File: src/rtl/bank_sweep_decoder_if.sv
// Command and bank-select stream bundle for bank_sweep_decoder.
// master: issues commands and consumes beats; slave: the decoder.
interface bank_sweep_decoder_if #(
    parameter int N  = 32,
    parameter int CW = 8
);
    localparam int A = $clog2(N);

    logic          cmd_valid;
    logic          cmd_ready;
    logic [A-1:0]  cmd_addr;
    logic [CW-1:0] cmd_count;
    logic [A-1:0]  cmd_stride;
    logic [1:0]    cmd_mode;
    logic [N-1:0]  csel;
    logic          csel_valid;
    logic          csel_ready;
    logic          oor;
    logic          done;

    modport master (
        output cmd_valid, cmd_addr, cmd_count, cmd_stride, cmd_mode,
        output csel_ready,
        input  cmd_ready, csel, csel_valid, oor, done
    );

    modport slave (
        input  cmd_valid, cmd_addr, cmd_count, cmd_stride, cmd_mode,
        input  csel_ready,
        output cmd_ready, csel, csel_valid, oor, done
    );
endinterface

File: src/rtl/bank_sweep_decoder.sv
// Handshaked bank sweep/broadcast decoder: one command -> stream of
// registered bank-select beats. Ports: clk, rst_n, bus (slave side).
module bank_sweep_decoder #(
    parameter int N  = 32,
    parameter int CW = 8
) (
    input  logic                 clk,
    input  logic                 rst_n,
    bank_sweep_decoder_if.slave  bus
);
    localparam int A = $clog2(N);
    localparam logic [A:0] NW = (A+1)'(N);

    typedef enum logic {IDLE, RUN} state_t;

    state_t        state;
    state_t        state_nxt;
    logic [A-1:0]  addr;
    logic [A-1:0]  stride;
    logic [CW-1:0] rem;
    logic          bcast;
    logic [N-1:0]  csel_q;
    logic          oor_q;
    logic          done_q;

    logic          mode_sweep;
    logic          mode_bcast;
    logic [CW-1:0] eff_count;
    logic          cmd_acc;
    logic          beat_acc;
    logic          last;
    logic [A:0]    sum;
    logic [A:0]    wrap;
    logic [A-1:0]  addr_nxt;
    logic [A-1:0]  dec_addr;
    logic          dec_bcast;
    logic [N-1:0]  dec;
    logic          dec_oor;

    assign mode_sweep = (bus.cmd_mode == 2'b01);
    assign mode_bcast = (bus.cmd_mode == 2'b10);
    // Reserved mode 11 falls through to SINGLE.
    assign eff_count  = (mode_sweep | mode_bcast) ? bus.cmd_count : CW'(1);

    assign cmd_acc  = (state == IDLE) & bus.cmd_valid;
    assign beat_acc = (state == RUN) & bus.csel_ready;
    assign last     = (rem <= CW'(1));

    // Wrap modulo N with a single conditional subtract; an out-of-range
    // start is deliberately not corrected.
    assign sum      = {1'b0, addr} + {1'b0, stride};
    assign wrap     = (sum >= NW) ? sum - NW : sum;
    assign addr_nxt = wrap[A-1:0];

    // One shared decoder: the command address on accept, the advanced
    // address while running.
    assign dec_addr  = (state == IDLE) ? bus.cmd_addr : addr_nxt;
    assign dec_bcast = (state == IDLE) ? mode_bcast : bcast;

    always_comb begin
        dec = '0;
        for (int i = 0; i < N; i++) begin
            dec[i] = dec_bcast | (dec_addr == A'(i));
        end
    end

    assign dec_oor = ~dec_bcast & ({1'b0, dec_addr} >= NW);

    always_ff @(posedge clk or negedge rst_n) begin
        if (!rst_n) begin
            state <= IDLE;
        end else begin
            state <= state_nxt;
        end
    end

    always_comb begin
        state_nxt = state;
        unique case (state)
            IDLE: begin
                if (cmd_acc && eff_count != '0) begin
                    state_nxt = RUN;
                end
            end
            RUN: begin
                if (beat_acc && last) begin
                    state_nxt = IDLE;
                end
            end
            default: state_nxt = IDLE;
        endcase
    end

    always_comb begin
        bus.cmd_ready  = (state == IDLE);
        bus.csel_valid = (state == RUN);
        bus.csel       = csel_q;
        bus.oor        = oor_q;
        bus.done       = done_q;
    end

    always_ff @(posedge clk or negedge rst_n) begin
        if (!rst_n) begin
            addr   <= '0;
            stride <= '0;
            rem    <= '0;
            bcast  <= 1'b0;
            csel_q <= '0;
            oor_q  <= 1'b0;
            done_q <= 1'b0;
        end else begin
            done_q <= 1'b0;
            if (cmd_acc) begin
                addr   <= bus.cmd_addr;
                stride <= bus.cmd_stride;
                bcast  <= mode_bcast;
                rem    <= eff_count;
                if (eff_count == '0) begin
                    done_q <= 1'b1;
                    csel_q <= '0;
                    oor_q  <= 1'b0;
                end else begin
                    csel_q <= dec;
                    oor_q  <= dec_oor;
                end
            end else if (beat_acc) begin
                if (last) begin
                    csel_q <= '0;
                    oor_q  <= 1'b0;
                    done_q <= 1'b1;
                end else begin
                    rem    <= rem - CW'(1);
                    addr   <= addr_nxt;
                    csel_q <= dec;
                    oor_q  <= dec_oor;
                end
            end
        end
    end
endmodule
File: src/flat_wrapper.sv
// flat-port wrapper written by rule: the top's interface ports become plain ports
module bank_sweep_decoder_flat 
#(
    parameter int N  = 32,
    parameter int CW = 8
)
  (clk, rst_n, bus_cmd_valid, bus_cmd_addr, bus_cmd_count, bus_cmd_stride, bus_cmd_mode, bus_csel_ready, bus_cmd_ready, bus_csel, bus_csel_valid, bus_oor, bus_done);
  bank_sweep_decoder_if #(.N(N), .CW(CW)) bus_i ();
  input  logic clk;
  input  logic rst_n;
  input wire logic [$bits(bus_i.cmd_valid)-1:0] bus_cmd_valid;
  input wire logic [$bits(bus_i.cmd_addr)-1:0] bus_cmd_addr;
  input wire logic [$bits(bus_i.cmd_count)-1:0] bus_cmd_count;
  input wire logic [$bits(bus_i.cmd_stride)-1:0] bus_cmd_stride;
  input wire logic [$bits(bus_i.cmd_mode)-1:0] bus_cmd_mode;
  input wire logic [$bits(bus_i.csel_ready)-1:0] bus_csel_ready;
  output wire logic [$bits(bus_i.cmd_ready)-1:0] bus_cmd_ready;
  output wire logic [$bits(bus_i.csel)-1:0] bus_csel;
  output wire logic [$bits(bus_i.csel_valid)-1:0] bus_csel_valid;
  output wire logic [$bits(bus_i.oor)-1:0] bus_oor;
  output wire logic [$bits(bus_i.done)-1:0] bus_done;
  assign bus_i.cmd_valid = bus_cmd_valid;
  assign bus_i.cmd_addr = bus_cmd_addr;
  assign bus_i.cmd_count = bus_cmd_count;
  assign bus_i.cmd_stride = bus_cmd_stride;
  assign bus_i.cmd_mode = bus_cmd_mode;
  assign bus_i.csel_ready = bus_csel_ready;
  assign bus_cmd_ready = bus_i.cmd_ready;
  assign bus_csel = bus_i.csel;
  assign bus_csel_valid = bus_i.csel_valid;
  assign bus_oor = bus_i.oor;
  assign bus_done = bus_i.done;
  bank_sweep_decoder #(.N(N), .CW(CW)) u_core (.clk(clk), .rst_n(rst_n), .bus(bus_i));
endmodule
File: config.mk
export PLATFORM = sky130hd
export DESIGN_NAME = bank_sweep_decoder_flat
export DESIGN_NICKNAME = d
export VERILOG_FILES = /design/src/rtl/bank_sweep_decoder_if.sv /design/src/rtl/bank_sweep_decoder.sv /design/src/flat_wrapper.sv
export SDC_FILE = /design/constraint.sdc
export NUM_CORES = 1
export LEC_CHECK = 0
export CORE_MARGIN = 4
export CORE_UTILIZATION = 51
export CTS_CLUSTER_SIZE = 8
export DETAILED_ROUTE_END_ITERATION = 6
export PLACE_DENSITY = 0.8
export SKIP_CTS_REPAIR_TIMING = 1
export SYNTH_ARGS = -nofsm -noshare
export SYNTH_HDL_FRONTEND = slang
export SYNTH_SLANG_ARGS = --single-unit
File: constraint.sdc
create_clock -name clk -period 3.2 [get_ports clk]
set_clock_uncertainty 0.05 [all_clocks]
set_input_delay 0.96 -clock clk [delete_from_list [all_inputs] [get_ports clk]]
set_output_delay 0.96 -clock clk [all_outputs]
set_load 0.02 [all_outputs]
==> results.sh <==
export IMPL_status="completed"
export IMPL_slew_headroom_pct=54.7
export IMPL_start_util_pct=53.2
export IMPL_dpl_hpwl_mm=4.78
export IMPL_grt_pass1_wl_mm=10.9
export IMPL_port_buffers=58
export IMPL_wl_per_cell_um=16.0
export IMPL_totalWireLength_mm=6.46
export IMPL_placed_cells=396
export IMPL_p_int_w=0.00187
export IMPL_grt_pass1_vias=2266
export IMPL_netlist_area_um2=2730
export IMPL_core_um2=5140
export IMPL_startpoint="u_core.stride[0]"
export IMPL_min_period_ns=2.73
export IMPL_drive_gt1_share_pct=7.81
export IMPL_synth_seq_cells=53
export IMPL_fp_dieW_um=81.2
export IMPL_dieArea_um2=6600
export IMPL_hold_violations=0
export IMPL_clockBufferDepth=2
export IMPL_async_reset_ff_share_pct=100
export IMPL_yosysUniqueCellTypes=44
export IMPL_clkSinkCount=53
export IMPL_cp_slowest_stage_delay_ns=0.46
export IMPL_synth_edf_count=0
export IMPL_p_switching_w=0.00134
export IMPL_drc=0
export IMPL_min_period_over_period_pct=85.4
export IMPL_syn_num_nets=305
export IMPL_antenna_left=0
export IMPL_rsz0062_at_grt="no"
export IMPL_worstMarginPinSlew_ns=0.678
export IMPL_timing_rr_start="u_core.stride[0]"
export IMPL_fmaxAchievable_mhz=366
export IMPL_seqPwrFrac_pct=33.9
export IMPL_drt_iter0_drc=186
export IMPL_p_per_area_nw_per_um2=921
export IMPL_worstPathRequired_ns=3.35
export IMPL_rows=26
export IMPL_crit_chain="ha_1 > fa_1 > a21o_1 > a21oi_1 > xor2_1 > a22oi_1 > o311ai_0"
export IMPL_slowest_stage="fa_1"
export IMPL_ctsRootBufferMaster="clkbuf_8"
export IMPL_max_cap_violations=0
export IMPL_synth_main_ff_cell="dfrtp_1"
export IMPL_fin_cells=403
export IMPL_avgSynthCellArea_um2=10.0
export IMPL_vias=2381
export IMPL_avgViaCountPerCell=5.91
export IMPL_grt_max_degree=33
export IMPL_slew_viol_final=0
export IMPL_clk_latency_ns=0.30
export IMPL_critPathArrivalTime_ns=2.88
export IMPL_dr_pass1_iters=4
export IMPL_switching_share_pct=41.7
export IMPL_antenna_cells=0
export IMPL_area_delta_synth_final_pct=27.6
export IMPL_combinationalPowerShare_pct=52.2
export IMPL_clkTransAtPathRegs_ns=0.09
export IMPL_yosysWarnings=0
export IMPL_ios=60
export IMPL_start_kind="register"
export IMPL_die_h_um=81.2
export IMPL_grt_overflow=0
export IMPL_h_tree_depth=2
export IMPL_hold_class="primary input to async pin"
export IMPL_ir_worst_vdd_mv=0.489
export IMPL_gp_congestion=0.799
export IMPL_numCtsBuffers=5
export IMPL_synthCells=273
export IMPL_finalSetupViolations=0
export IMPL_critical_path_class="register to register"
export IMPL_grt_total_usage_pct=21.4
export IMPL_antenna_found_initial=0
export IMPL_power_share_clock_pct=13.8
export IMPL_setup_worst_path_end_class="register"
export IMPL_ys_seq_area_share_pct=48.5
export IMPL_cts_tree="done"
export IMPL_leakage_nw=1.48
export IMPL_tns_ns=0
export IMPL_nets=365
export IMPL_cp_max_fo=4
==> stage by stage <==
stage | hold slack, ns | utilization [%] | power (W) | instance area [µm²] | setup slack (ns)
floorplan | 0.395 | - | 0.00206 | 2730 | 0.817
global placement | 0.412 | 65.8 | 0.00271 | 3380 | 0.244
detailed placement | 0.425 | 65.8 | 0.00277 | 3380 | 0.197
CTS | 0.418 | 67.9 | 0.00321 | 3490 | 0.475
global route | 0.407 | 67.9 | 0.00343 | 3490 | 0.305
finish | 0.411 | 67.9 | 0.00321 | 3490 | 0.467
==> cells by family (layout without fill, tap and decap cells) <==
family,count (synthesis),count (layout),synth area share [%]
AO/OA/AOI/OAI,78,78,23.0
XOR/XNOR,11,11,3.52
adder cells (fa/ha/maj),8,8,3.94
buffers and inverters,21,81,4.30
flip-flops,53,53,48.5
multiplexers,1,1,0.366
other,1,1,0.137
AND/OR/NAND/NOR,100,100,16.2
==> worst paths after layout <==
| kind | slack [ns] | cells past startpoint | to |
|---|---|---|---|
| hold / removal | 0.41 | 1 | u_core.bus.csel[20] |
| setup / recovery | 0.47 | 7 | u_core.bus.csel[30] |
| setup reg to reg | 0.47 | 7 | u_core.bus.csel[30] |
| min in group clk | 0.44 | 2 | u_core.stride[0] |
| hold reg to reg | 0.44 | 2 | u_core.stride[0] |
| max in group asynchronous | 2.16 | 2 | u_core.bus.done |
==> routing by layer <==
layer / GRT usage, % / vias up / routed length [µm]
met5: 0 / - / 0
met4: 6.76 / 0 / 126
met2: 35.5 / 97 / 3200
li1: - / 1137 / -
met3: 4.55 / 16 / 448
met1: 28.1 / 1131 / 2690
==> worst max-delay path: cells and delay by family (launching register included) <==
family	cells	cell delay (ns)
compound gates	4	1.13
xor+xnor	1	0.36
fa+ha+maj	2	0.69
flops	1	0.39
==> cell usage after synthesis (all sizes together), types with 2 or more instances <==
cell    number  area, µm²
o21bai       2       15.0
nor3         6       30.0
buf          6       57.6
nor3b        2       15.0
a221o        3       30.0
a21o         3       22.5
nand3        5       25.0
nor2b        4       25.0
dfrtp       53       1330
xor2         5       43.8
clkbuf      10       41.3
nand2       59        221
xnor2        6       52.6
ha           7       87.6
nor2        15       63.8
o21ai        3       15.0
inv          5       18.8
a32oi        4       35.0
a22oi        8       60.1
nor4         4       25.0
a21oi       15       86.3
o311ai      33        297
==> cell usage in the layout (no fill, tap or decap), drive strengths merged, types with 2 or more instances in the layout <==
cell	instances
nand2	59
clkdlybuf4s50	57
dfrtp	53
o311ai	33
nor2	15
a21oi	15
buf	12
a22oi	8
ha	7
nor3	6
xnor2	6
inv	5
nand3	5
xor2	5
clkbuf	5
nor4	4
nor2b	4
a32oi	4
a21o	3
o21ai	3
a221o	3
o21bai	2
nor3b	2
==> area by class of cell <==
cell class / instances / area [µm²]
inverter: 5 / 18.8
tap: 70 / 87.6
multi-input combinational: 199 / 1290
timing repair buffer: 69 / 658
sequential: 53 / 1330
fill: 433 / 1650
clock inverter: 2 / 35.0
clock buffer: 5 / 68.8
==> sequential cells by signal, summed over array words and instances (netlist names) <==
| register | cells |
|---|---|
| u_core.stride | 5 |
| u_core.bus.done | 1 |
| u_core.bcast | 1 |
| u_core.addr | 5 |
| u_core.rem | 8 |
| u_core.bus.csel | 32 |
| u_core.bus.csel_valid | 1 |
==> power by group through the flow <==
stage	combinational (W)	sequential (W)	clock (W)
global route	0.00182	0.00114	0.000473
detailed placement	0.00166	0.00111	0
floorplan	0.000777	0.00128	0
CTS	0.00168	0.00109	0.000442
global placement	0.00162	0.00109	0
finish	0.00168	0.00109	0.000444
(Power assumes the default switching activity.)
